**config.mk**
```make
export PLATFORM = sky130hd
export DESIGN_NAME = risc_control_unit
export DESIGN_NICKNAME = d
export VERILOG_FILES = /design/src/rtl/risc_control_unit.sv
export SDC_FILE = /design/constraint.sdc
export NUM_CORES = 1
export LEC_CHECK = 0
export ABC_AREA = 0
export BUFFER_PORTS_ARGS = -buffer_cell sky130_fd_sc_hd__buf_2
export CORE_MARGIN = 4
export CORE_UTILIZATION = 37
export DETAILED_ROUTE_END_ITERATION = 10
export GPL_TIMING_DRIVEN = 0
export PLACE_DENSITY = 0.8
export SYNTH_ARGS = -nofsm -noshare
export SYNTH_HDL_FRONTEND = slang
export SYNTH_SLANG_ARGS = --single-unit
export TNS_END_PERCENT = 10
```
**constraint.sdc**
```tcl
create_clock -name clock -period 1.6 [get_ports clock]
set_input_delay 0.08 -clock clock [delete_from_list [all_inputs] [get_ports clock]]
set_output_delay 0.08 -clock clock [all_outputs]
set_load 0.01 [all_outputs]
```
**src/rtl/risc_control_unit.sv**
```systemverilog
// rtl/risc_control_unit.sv - Moore control FSM sequencing fetch/execute strobes for a small RISC datapath
module risc_control_unit #(
    parameter int unsigned MEM_WAIT = 0
) (
    input  logic        clock,
    input  logic        reset,
    input  logic        stop,
    input  logic [31:0] ir,
    output logic        run,
    output logic [18:0] ctrl,
    output logic [4:0]  alu_op,
    output logic        instr_done
);

    localparam int B_PCOUT   = 0;
    localparam int B_INCPC   = 1;
    localparam int B_MARIN   = 2;
    localparam int B_READ    = 3;
    localparam int B_WRITE   = 4;
    localparam int B_MDRIN   = 5;
    localparam int B_MDROUT  = 6;
    localparam int B_IRIN    = 7;
    localparam int B_GRA     = 8;
    localparam int B_GRB     = 9;
    localparam int B_GRC     = 10;
    localparam int B_RIN     = 11;
    localparam int B_ROUT    = 12;
    localparam int B_BAOUT   = 13;
    localparam int B_COUT    = 14;
    localparam int B_YIN     = 15;
    localparam int B_ZIN     = 16;
    localparam int B_ZLOWOUT = 17;
    localparam int B_CLEAR   = 18;

    localparam logic [3:0] WAIT_LAST = 4'(MEM_WAIT);

    typedef enum logic [3:0] {
        S_RST  = 4'd0,
        S_T0   = 4'd1,
        S_T1   = 4'd2,
        S_T2   = 4'd3,
        S_T3   = 4'd4,
        S_T4   = 4'd5,
        S_T5   = 4'd6,
        S_T6   = 4'd7,
        S_T7   = 4'd8,
        S_HALT = 4'd9
    } state_t;

    state_t     state_q, state_d;
    logic [3:0] wait_q, wait_d;

    logic [4:0] opcode;
    logic       is_alu_r, is_alu_i, is_ld, is_st, is_halt, is_mem;
    logic       wait_done;

    assign opcode    = ir[31:27];
    assign is_alu_r  = (opcode <= 5'h0B);
    assign is_alu_i  = (opcode == 5'h0C) || (opcode == 5'h0D) || (opcode == 5'h0E);
    assign is_ld     = (opcode == 5'h10);
    assign is_st     = (opcode == 5'h11);
    assign is_halt   = (opcode == 5'h1B);
    assign is_mem    = is_ld || is_st;
    assign wait_done = (wait_q == WAIT_LAST);

    // The wait counter only advances while parked in a wait state; every transition clears it.
    always_comb begin
        state_d = S_RST;
        wait_d  = 4'd0;
        case (state_q)
            S_RST:  state_d = S_T0;
            S_T0:   state_d = stop ? S_HALT : S_T1;
            S_T1: begin
                if (wait_done) begin
                    state_d = S_T2;
                end else begin
                    state_d = S_T1;
                    wait_d  = wait_q + 4'd1;
                end
            end
            S_T2:   state_d = S_T3;
            S_T3: begin
                if (is_alu_r || is_alu_i || is_mem) state_d = S_T4;
                else if (is_halt)                   state_d = S_HALT;
                else                                state_d = S_T0;
            end
            S_T4:   state_d = S_T5;
            S_T5:   state_d = is_mem ? S_T6 : S_T0;
            S_T6: begin
                if (is_ld && !wait_done) begin
                    state_d = S_T6;
                    wait_d  = wait_q + 4'd1;
                end else if (is_mem) begin
                    state_d = S_T7;
                end else begin
                    state_d = S_T0;
                end
            end
            S_T7: begin
                if (is_st && !wait_done) begin
                    state_d = S_T7;
                    wait_d  = wait_q + 4'd1;
                end else begin
                    state_d = S_T0;
                end
            end
            S_HALT: state_d = S_HALT;
            default: state_d = S_RST;
        endcase
    end

    always_ff @(posedge clock) begin
        if (reset) begin
            state_q <= S_RST;
            wait_q  <= 4'd0;
        end else begin
            state_q <= state_d;
            wait_q  <= wait_d;
        end
    end

    always_comb begin
        ctrl       = 19'd0;
        alu_op     = 5'h00;
        instr_done = 1'b0;
        case (state_q)
            S_RST: ctrl[B_CLEAR] = 1'b1;
            S_T0: begin
                ctrl[B_PCOUT] = 1'b1;
                ctrl[B_MARIN] = 1'b1;
                ctrl[B_INCPC] = 1'b1;
            end
            S_T1: begin
                ctrl[B_READ]  = 1'b1;
                ctrl[B_MDRIN] = 1'b1;
            end
            S_T2: begin
                ctrl[B_MDROUT] = 1'b1;
                ctrl[B_IRIN]   = 1'b1;
            end
            S_T3: begin
                if (is_alu_r || is_alu_i) begin
                    ctrl[B_GRB]  = 1'b1;
                    ctrl[B_ROUT] = 1'b1;
                    ctrl[B_YIN]  = 1'b1;
                end else if (is_mem) begin
                    ctrl[B_GRB]   = 1'b1;
                    ctrl[B_BAOUT] = 1'b1;
                    ctrl[B_YIN]   = 1'b1;
                end else begin
                    instr_done = 1'b1;
                end
            end
            S_T4: begin
                if (is_alu_r) begin
                    ctrl[B_GRC]  = 1'b1;
                    ctrl[B_ROUT] = 1'b1;
                    ctrl[B_ZIN]  = 1'b1;
                    alu_op       = opcode;
                end else if (is_alu_i || is_mem) begin
                    ctrl[B_COUT] = 1'b1;
                    ctrl[B_ZIN]  = 1'b1;
                    // Immediate forms reuse the register-form ALU encodings: add, and, or.
                    if (opcode == 5'h0D)      alu_op = 5'h02;
                    else if (opcode == 5'h0E) alu_op = 5'h03;
                    else                      alu_op = 5'h00;
                end
            end
            S_T5: begin
                ctrl[B_ZLOWOUT] = 1'b1;
                if (is_mem) begin
                    ctrl[B_MARIN] = 1'b1;
                end else begin
                    ctrl[B_GRA] = 1'b1;
                    ctrl[B_RIN] = 1'b1;
                    instr_done  = 1'b1;
                end
            end
            S_T6: begin
                ctrl[B_MDRIN] = 1'b1;
                if (is_ld) begin
                    ctrl[B_READ] = 1'b1;
                end else begin
                    ctrl[B_GRA]  = 1'b1;
                    ctrl[B_ROUT] = 1'b1;
                end
            end
            S_T7: begin
                if (is_ld) begin
                    ctrl[B_MDROUT] = 1'b1;
                    ctrl[B_GRA]    = 1'b1;
                    ctrl[B_RIN]    = 1'b1;
                    instr_done     = 1'b1;
                end else begin
                    ctrl[B_WRITE] = 1'b1;
                    instr_done    = wait_done;
                end
            end
            default: ;
        endcase
    end

    assign run = (state_q != S_RST) && (state_q != S_HALT);

endmodule

```
==> results of run 1 <==
==> kinds of logic after synthesis <==
| kind of cell | Yosys count | share of synthesized area |
|---|---|---|
| xor+xnor | 3 | 0.02946 |
| simple gates | 71 | 0.4586 |
| other cells | 1 | 0.004204 |
| fa+ha+maj | 2 | 0.02805 |
| buf+inv | 18 | 0.09957 |
| flops | 8 | 0.1795 |
| compound gates | 27 | 0.2006 |
==> per-stage QoR <==
step	total power, mW	cell area [um^2]
after floorplan	0.3865	900.9
after global placement	0.4578	1091
after detailed placement	0.4673	1091
after CTS	0.6674	1246
after global routing	0.7542	1359
final	0.7076	1359
==> final timing paths <==
check                           startpoint    endpoint  slack [ps]  cells past startpoint
worst min-delay path                 reset  state_q[3]         170                      3
worst max register to register  state_q[0]  state_q[3]          40                      6
worst min register to register   wait_q[0]   wait_q[0]         490                      1
worst max-delay path                ir[28]  instr_done        -190                      6
==> final cells by class <==
type	count	area [um^2]
Fill cell	184	895.9
Multi-Input combinational cell	104	777.0
Timing Repair Buffer	39	227.7
Sequential cell	8	170.2
Buffer	12	103.9
Tap cell	28	35.03
Clock buffer	3	22.52
Inverter	6	22.52
==> registers in the layout, indices dropped and copies added (netlist names) <==
| register | flops |
|---|---|
| state_q | 4 |
| wait_q | 4 |
==> power breakdown <==
group          leakage [nW]  total [mW]  internal (mW)  switching [mW]
sequential           0.0671       0.220          0.209          0.0114
clock                0.0138       0.147         0.0853          0.0613
combinational         0.528       0.341          0.156           0.185
==> tightest hold or removal path, cell delays in order <==
cell and delay, ps:
buf_2 90, a21o_1 150, a21oi_1 50
==> timing repair <==
action | CTS | global route
pin swaps | 3 | 5
endpoints found under the hold margin | 0 | 0
setup buffers | 4 | 4
endpoints found under the setup margin | 24 | 28
resized for setup | 26 | 29
==> cells in the mapped netlist, types with 3 or more instances <==
master	count
clkbuf_1	6
or3_1	3
nor2_1	15
nand3_1	6
nor3_1	8
a21oi_1	10
nand2b_1	7
inv_1	6
or2_2	5
o21ai_0	4
nor3b_1	5
nand2_1	7
dfxtp_1	8
nor2b_1	3
buf_4	3
==> placed cells by master (no fill, tap or decap), types with 3 or more instances in the layout <==
master and instances:
nand3_1 6, nor3b_1 4, nand2_1 6, nor2_1 11
buf_6 5, a21oi_1 9, nor2_2 3, inv_1 6
nand2b_1 4, dfxtp_1 4, buf_2 31, nor3_1 6
or2_2 3, clkbuf_4 3, buf_4 11
==> layer usage <==
metal,share of wire,track usage,vias to the layer above
li1,-,-,550
met1,0.38,0.2082,553
met2,0.52,0.3181,64
met3,0.076,0.02941,11
met4,0.024,0.09272,0
met5,0,0,-
==> reports/metrics.csv, run 1 <==
stage,metric,value,unit
sta,fin_crit_sh,1.117,
sta,setup-violations-final,7,
power_and_ir_drop,power.density,520.8,nW/um^2
die,die_area,3260,um^2
placed_design,hpwl,2036,um
sta,rsz0062_at_grt,yes,
global_route,grt_first_pass_wirelength,4664,um
clock_tree,h-tree-depth,1,
sta,fin_crit,1787,ps
clock_tree,ctsHoldBuffers,0,
die,ios,61,
die,die_w,57.10,um
run_status,violations,negative setup slack,
synth,syn-mean-instance-area,6.862,um^2
sta,hold_viol_final,0,
global_route,grt_max_degree,11,
synth,ys_ff_latch,8,
route,via_per_inst,5.890,
synth,synth_ff_type,dfxtp_1,
route,first_pass_iters,4,
sta,setup_slack,-186.9,ps
die,start_util,0.3957,
layout,syn2layout_area_growth,52.31,%
route,via_count,1178,
clock_tree,clk_latency,250,ps
critical_path,path_buf_inv,2,
clock_tree,cts_tree,built,
layout,final_util,0.6027,
clock_tree,clockBufferDepth,2,
synth,synth_warnings,0,
die,coreArea,2255,um^2
critical_path,crit_path_start_kind,primary input,
layout,n_antenna_cell,0,
layout,layout.nets,211,
critical_path,crit_chain,"buf_2, or4b_4, or4_4, a21oi_4, or3_1, buf_2",
route,drc,0,
placed_design,dp.cells,189,
sta,fin_worst_skew,3.802,ps
sta,fmax,559.6,MHz
run_status,status,"finished, violations left",
synth,yosysTopAreaCell,dfxtp_1,
critical_path,crit_fanout,7,
clock_tree,cts.sink_count,8,
synth,synthArstFlopShare,0,
die,rows,17,
critical_path,critical_path_class,in2out,
synth,syn_nets,167,
critical_path,arrival,1710,ps
global_route,grt_pass1_vias,1077,
route,first_iter_violations,74,
synth,synthTopCellsByArea,"dfxtp_1, nor2_1, a21oi_1",
sta,slew_violations,0,
critical_path,slowest_stage,or4b_4,
power_and_ir_drop,leakagePower,0.6085,nW
placed_design,io_buffers,31,
synth,syn_area,892.1,um^2
die,fp.dieH,57.10,um
synth,synth-edff-count,0,
job,max_cap_viol_count,0,
global_route,grt_overflow_total,0,
route,postRouteAntennaNets,0,
sta,fin_setup_tns,-774.5,ps
clock_tree,cts-buffers-inserted,3,
synth,synthCells,130,
power_and_ir_drop,ir_drop,0.0004579,V
synth,ys_seq_area_frac,0.1795,
placed_design,pre_cts_slack,-242.3,ps
critical_path,crit_required,1520,ps
global_route,antenna_found_initial,0,
hold_path,hold_path_class,in2reg,
clock_tree,clkTransAtPathRegs,50,ps
clock_tree,clk_root_buffer_cell,clkbuf_4,
critical_path,slowest_delay,560,ps
sta,holdWs,173.2,ps
route,wl,3125,um
critical_path,crit_path_frequent_cell,buf_2,
placed_design,finalWeightedCongestion,0.9321,
layout,instances_no_fill,200,
synth,synth_top_area_frac,0.1795,
layout,drive_gt1_frac,0.5000,
route,wire_per_inst,15.63,um
synth,synth.distinct_cells,43,
global_route,grt_usage,0.1805,
critical_path,endpoint_kind,output port,
critical_path,critPathTopFamily,simple AND/OR/NAND/NOR gates,
Note: power is estimated with default switching activity, not from simulation.
==> run 2: changes to the inputs <==
--- a/config.mk
+++ b/config.mk
@@ -11,7 +11,7 @@
 export CORE_UTILIZATION = 37
 export DETAILED_ROUTE_END_ITERATION = 10
 export GPL_TIMING_DRIVEN = 0
-export PLACE_DENSITY = 0.8
+export PLACE_DENSITY_LB_ADDON = 0.2
 export SYNTH_ARGS = -nofsm -noshare
 export SYNTH_HDL_FRONTEND = slang
 export SYNTH_SLANG_ARGS = --single-unit
==> run 2 against run 1 <==
Effect of this change: largest power group unchanged; critical path type is now reg2out; setup slack gained 43 ps; the flow still finishes with violations (negative setup slack); core utilization shrank 4.2 points; clock skew grew 4.8 ps.
==> reports/metrics.csv, run 2 (same netlist as run 1, synthesis figures left out) <==
stage,metric,value,unit,change
route,wl,2728,um,-13%
power_and_ir_drop,power.density,524.9,nW/um^2,+0.80%
clock_tree,cts_tree,built,,
sta,setup-violations-final,6,,-1
global_route,grt_max_degree,11,,unchanged
sta,setup_slack,-144.1,ps,+42.78 ps
placed_design,finalWeightedCongestion,0.8705,,-6.6%
critical_path,endpoint_kind,output port,,
critical_path,worst-r2r-cell-count,5,,-1
run_status,status,"finished, violations left",,
route,first_pass_iters,4,,unchanged
power_and_ir_drop,p_total,0.6634,mW,-6.3%
job,max_cap_viol_count,0,,unchanged
layout,drive_gt1_frac,0.4606,,-0.03939
die,rows,17,,unchanged
route,via_count,1047,,-11%
layout,mostFrequentLayoutCells,"buf_2, nor2_1, a21oi_1",,
layout,syn2layout_area_growth,41.65,%,
critical_path,critical_path_class,reg2out,,
sta,fin_worst_skew,8.640,ps,+4.837 ps
layout,n_antenna_cell,0,,unchanged
route,first_iter_violations,23,,-69%
layout,fillers,229,,+24%
global_route,grt_usage,0.1621,,-0.01840
sta,fin_setup_tns,-632.1,ps,+142.3 ps
hold_path,hold_depth,3,,unchanged
route,via_per_inst,5.425,,-7.9%
global_route,antenna_found_initial,0,,unchanged
sta,hold_viol_final,0,,unchanged
clock_tree,h-tree-depth,1,,unchanged
critical_path,crit_fanout,6,,-1
clock_tree,clkTransAtPathRegs,60,ps,about the same
route,postRouteAntennaNets,0,,unchanged
critical_path,crit_required,1520,ps,about the same
clock_tree,clk_root_buffer_cell,clkbuf_4,,
clock_tree,cts-buffers-inserted,3,,unchanged
die,die_area,3260,um^2,unchanged
sta,rsz0062_at_grt,yes,,
die,ios,61,,unchanged
die,coreArea,2255,um^2,unchanged
power_and_ir_drop,ir_drop,0.0003708,V,-19%
clock_tree,ctsHoldBuffers,0,,unchanged
global_route,grt_first_pass_wirelength,4291,um,-8.0%
critical_path,crit_path_start_kind,flop,,
layout,mostFrequentLayoutCell,buf_2,,
sta,fin_crit_sh,1.090,,-0.02674
hold_path,hold_path_class,in2reg,,
route,wire_per_inst,14.13,um,-9.5%
layout,biggestRegsByFlops,"state_q: 4 flops, wait_q: 4 flops",,
placed_design,io_buffers,31,,unchanged
layout,regArea,171.4,um^2,+0.74%
layout,layout.nets,204,,-3.3%
clock_tree,clockBufferDepth,2,,unchanged
die,die_w,57.10,um,unchanged
sta,slew_violations,0,,unchanged
run_status,violations,negative setup slack,,
clock_tree,cts.sink_count,8,,unchanged
die,fp.dieH,57.10,um,unchanged
critical_path,arrival,1660,ps,-50 ps
layout,multiInputGateArea,747.0,um^2,-3.9%
power_and_ir_drop,leakagePower,0.5646,nW,-7.2%
placed_design,pre_cts_slack,-290.5,ps,-48.21 ps
clock_tree,clk_latency,260,ps,about the same
placed_design,hpwl,1899,um,-6.8%
route,drc,0,,unchanged
sta,fmax,573.3,MHz,+2.5%
die,start_util,0.3957,,unchanged
global_route,grt_pass1_vias,980,,-9.0%
sta,fin_crit,1744,ps,-42.78 ps
global_route,grt_overflow_total,0,,unchanged
-- run 2: power by group --
group          total (mW)  internal (mW)  switching (mW)
combinational       0.291          0.128           0.163
sequential          0.219          0.209          0.0100
clock               0.154         0.0858          0.0679
total               0.663          0.423           0.241
-- run 2: path summary, 6_finish.rpt --
kind | startpoint | end | slack (ps)
worst max-delay path | state_q[1] | ctrl[8] | -140
worst min register to register | wait_q[0] | wait_q[0] | 450
worst min-delay path | reset | state_q[1] | 160
worst max register to register | state_q[0] | wait_q[0] | 10
-- run 2: timing repair --
action | in CTS | in global routing
gates cloned | 0 | 0
gates resized for setup | 25 | 17
pin swaps | 3 | 3
endpoints found under the setup margin | 24 | 20
buffers inserted | 1 | 0
endpoints found under the hold margin | 0 | 0
-- run 2: critical path, cell delays in order, from the launching register on --
cell,delay [ps]
dfxtp_4,360
or2_4,250
or4_4,430
a21oi_4,140
nand2b_1,110
buf_2,120
-- run 2: final cells by class --
| class | count | area share |
|---|---|---|
| multi-input cells | 104 | 0.5911 |
| clock buffers | 3 | 0.01782 |
| flip-flops and latches | 8 | 0.1356 |
| plain buffers | 12 | 0.07624 |
| inverters | 6 | 0.01782 |
| well taps | 28 | 0.02772 |
| repair buffers | 32 | 0.1337 |
-- run 2: per-layer routing --
| layer | up-vias | wire length [um] | GRT usage |
|---|---|---|---|
| li1 | 527 | - | - |
| met1 | 487 | 1207 | 0.2003 |
| met2 | 31 | 1332 | 0.2822 |
| met3 | 2 | 170 | 0.04525 |
| met4 | 0 | 18 | 0.02980 |
| met5 | - | 0 | 0 |
-- run 2: metrics by stage --
| stage | std cells | utilization | hold WS, ps | area, um^2 |
|---|---|---|---|---|
| 6_report | 193 | 0.5605 | 157.4 | 1264 |
| 5_1_grt | 193 | 0.5605 | 151.7 | 1264 |
| 4_1_cts | 193 | 0.5305 | 138.5 | 1196 |
| 3_5_place_dp | 189 | 0.4839 | 419.4 | 1091 |
| 3_3_place_gp | 189 | 0.4839 | 424.7 | 1091 |
| 2_1_floorplan | 130 | - | 281.9 | 900.9 |
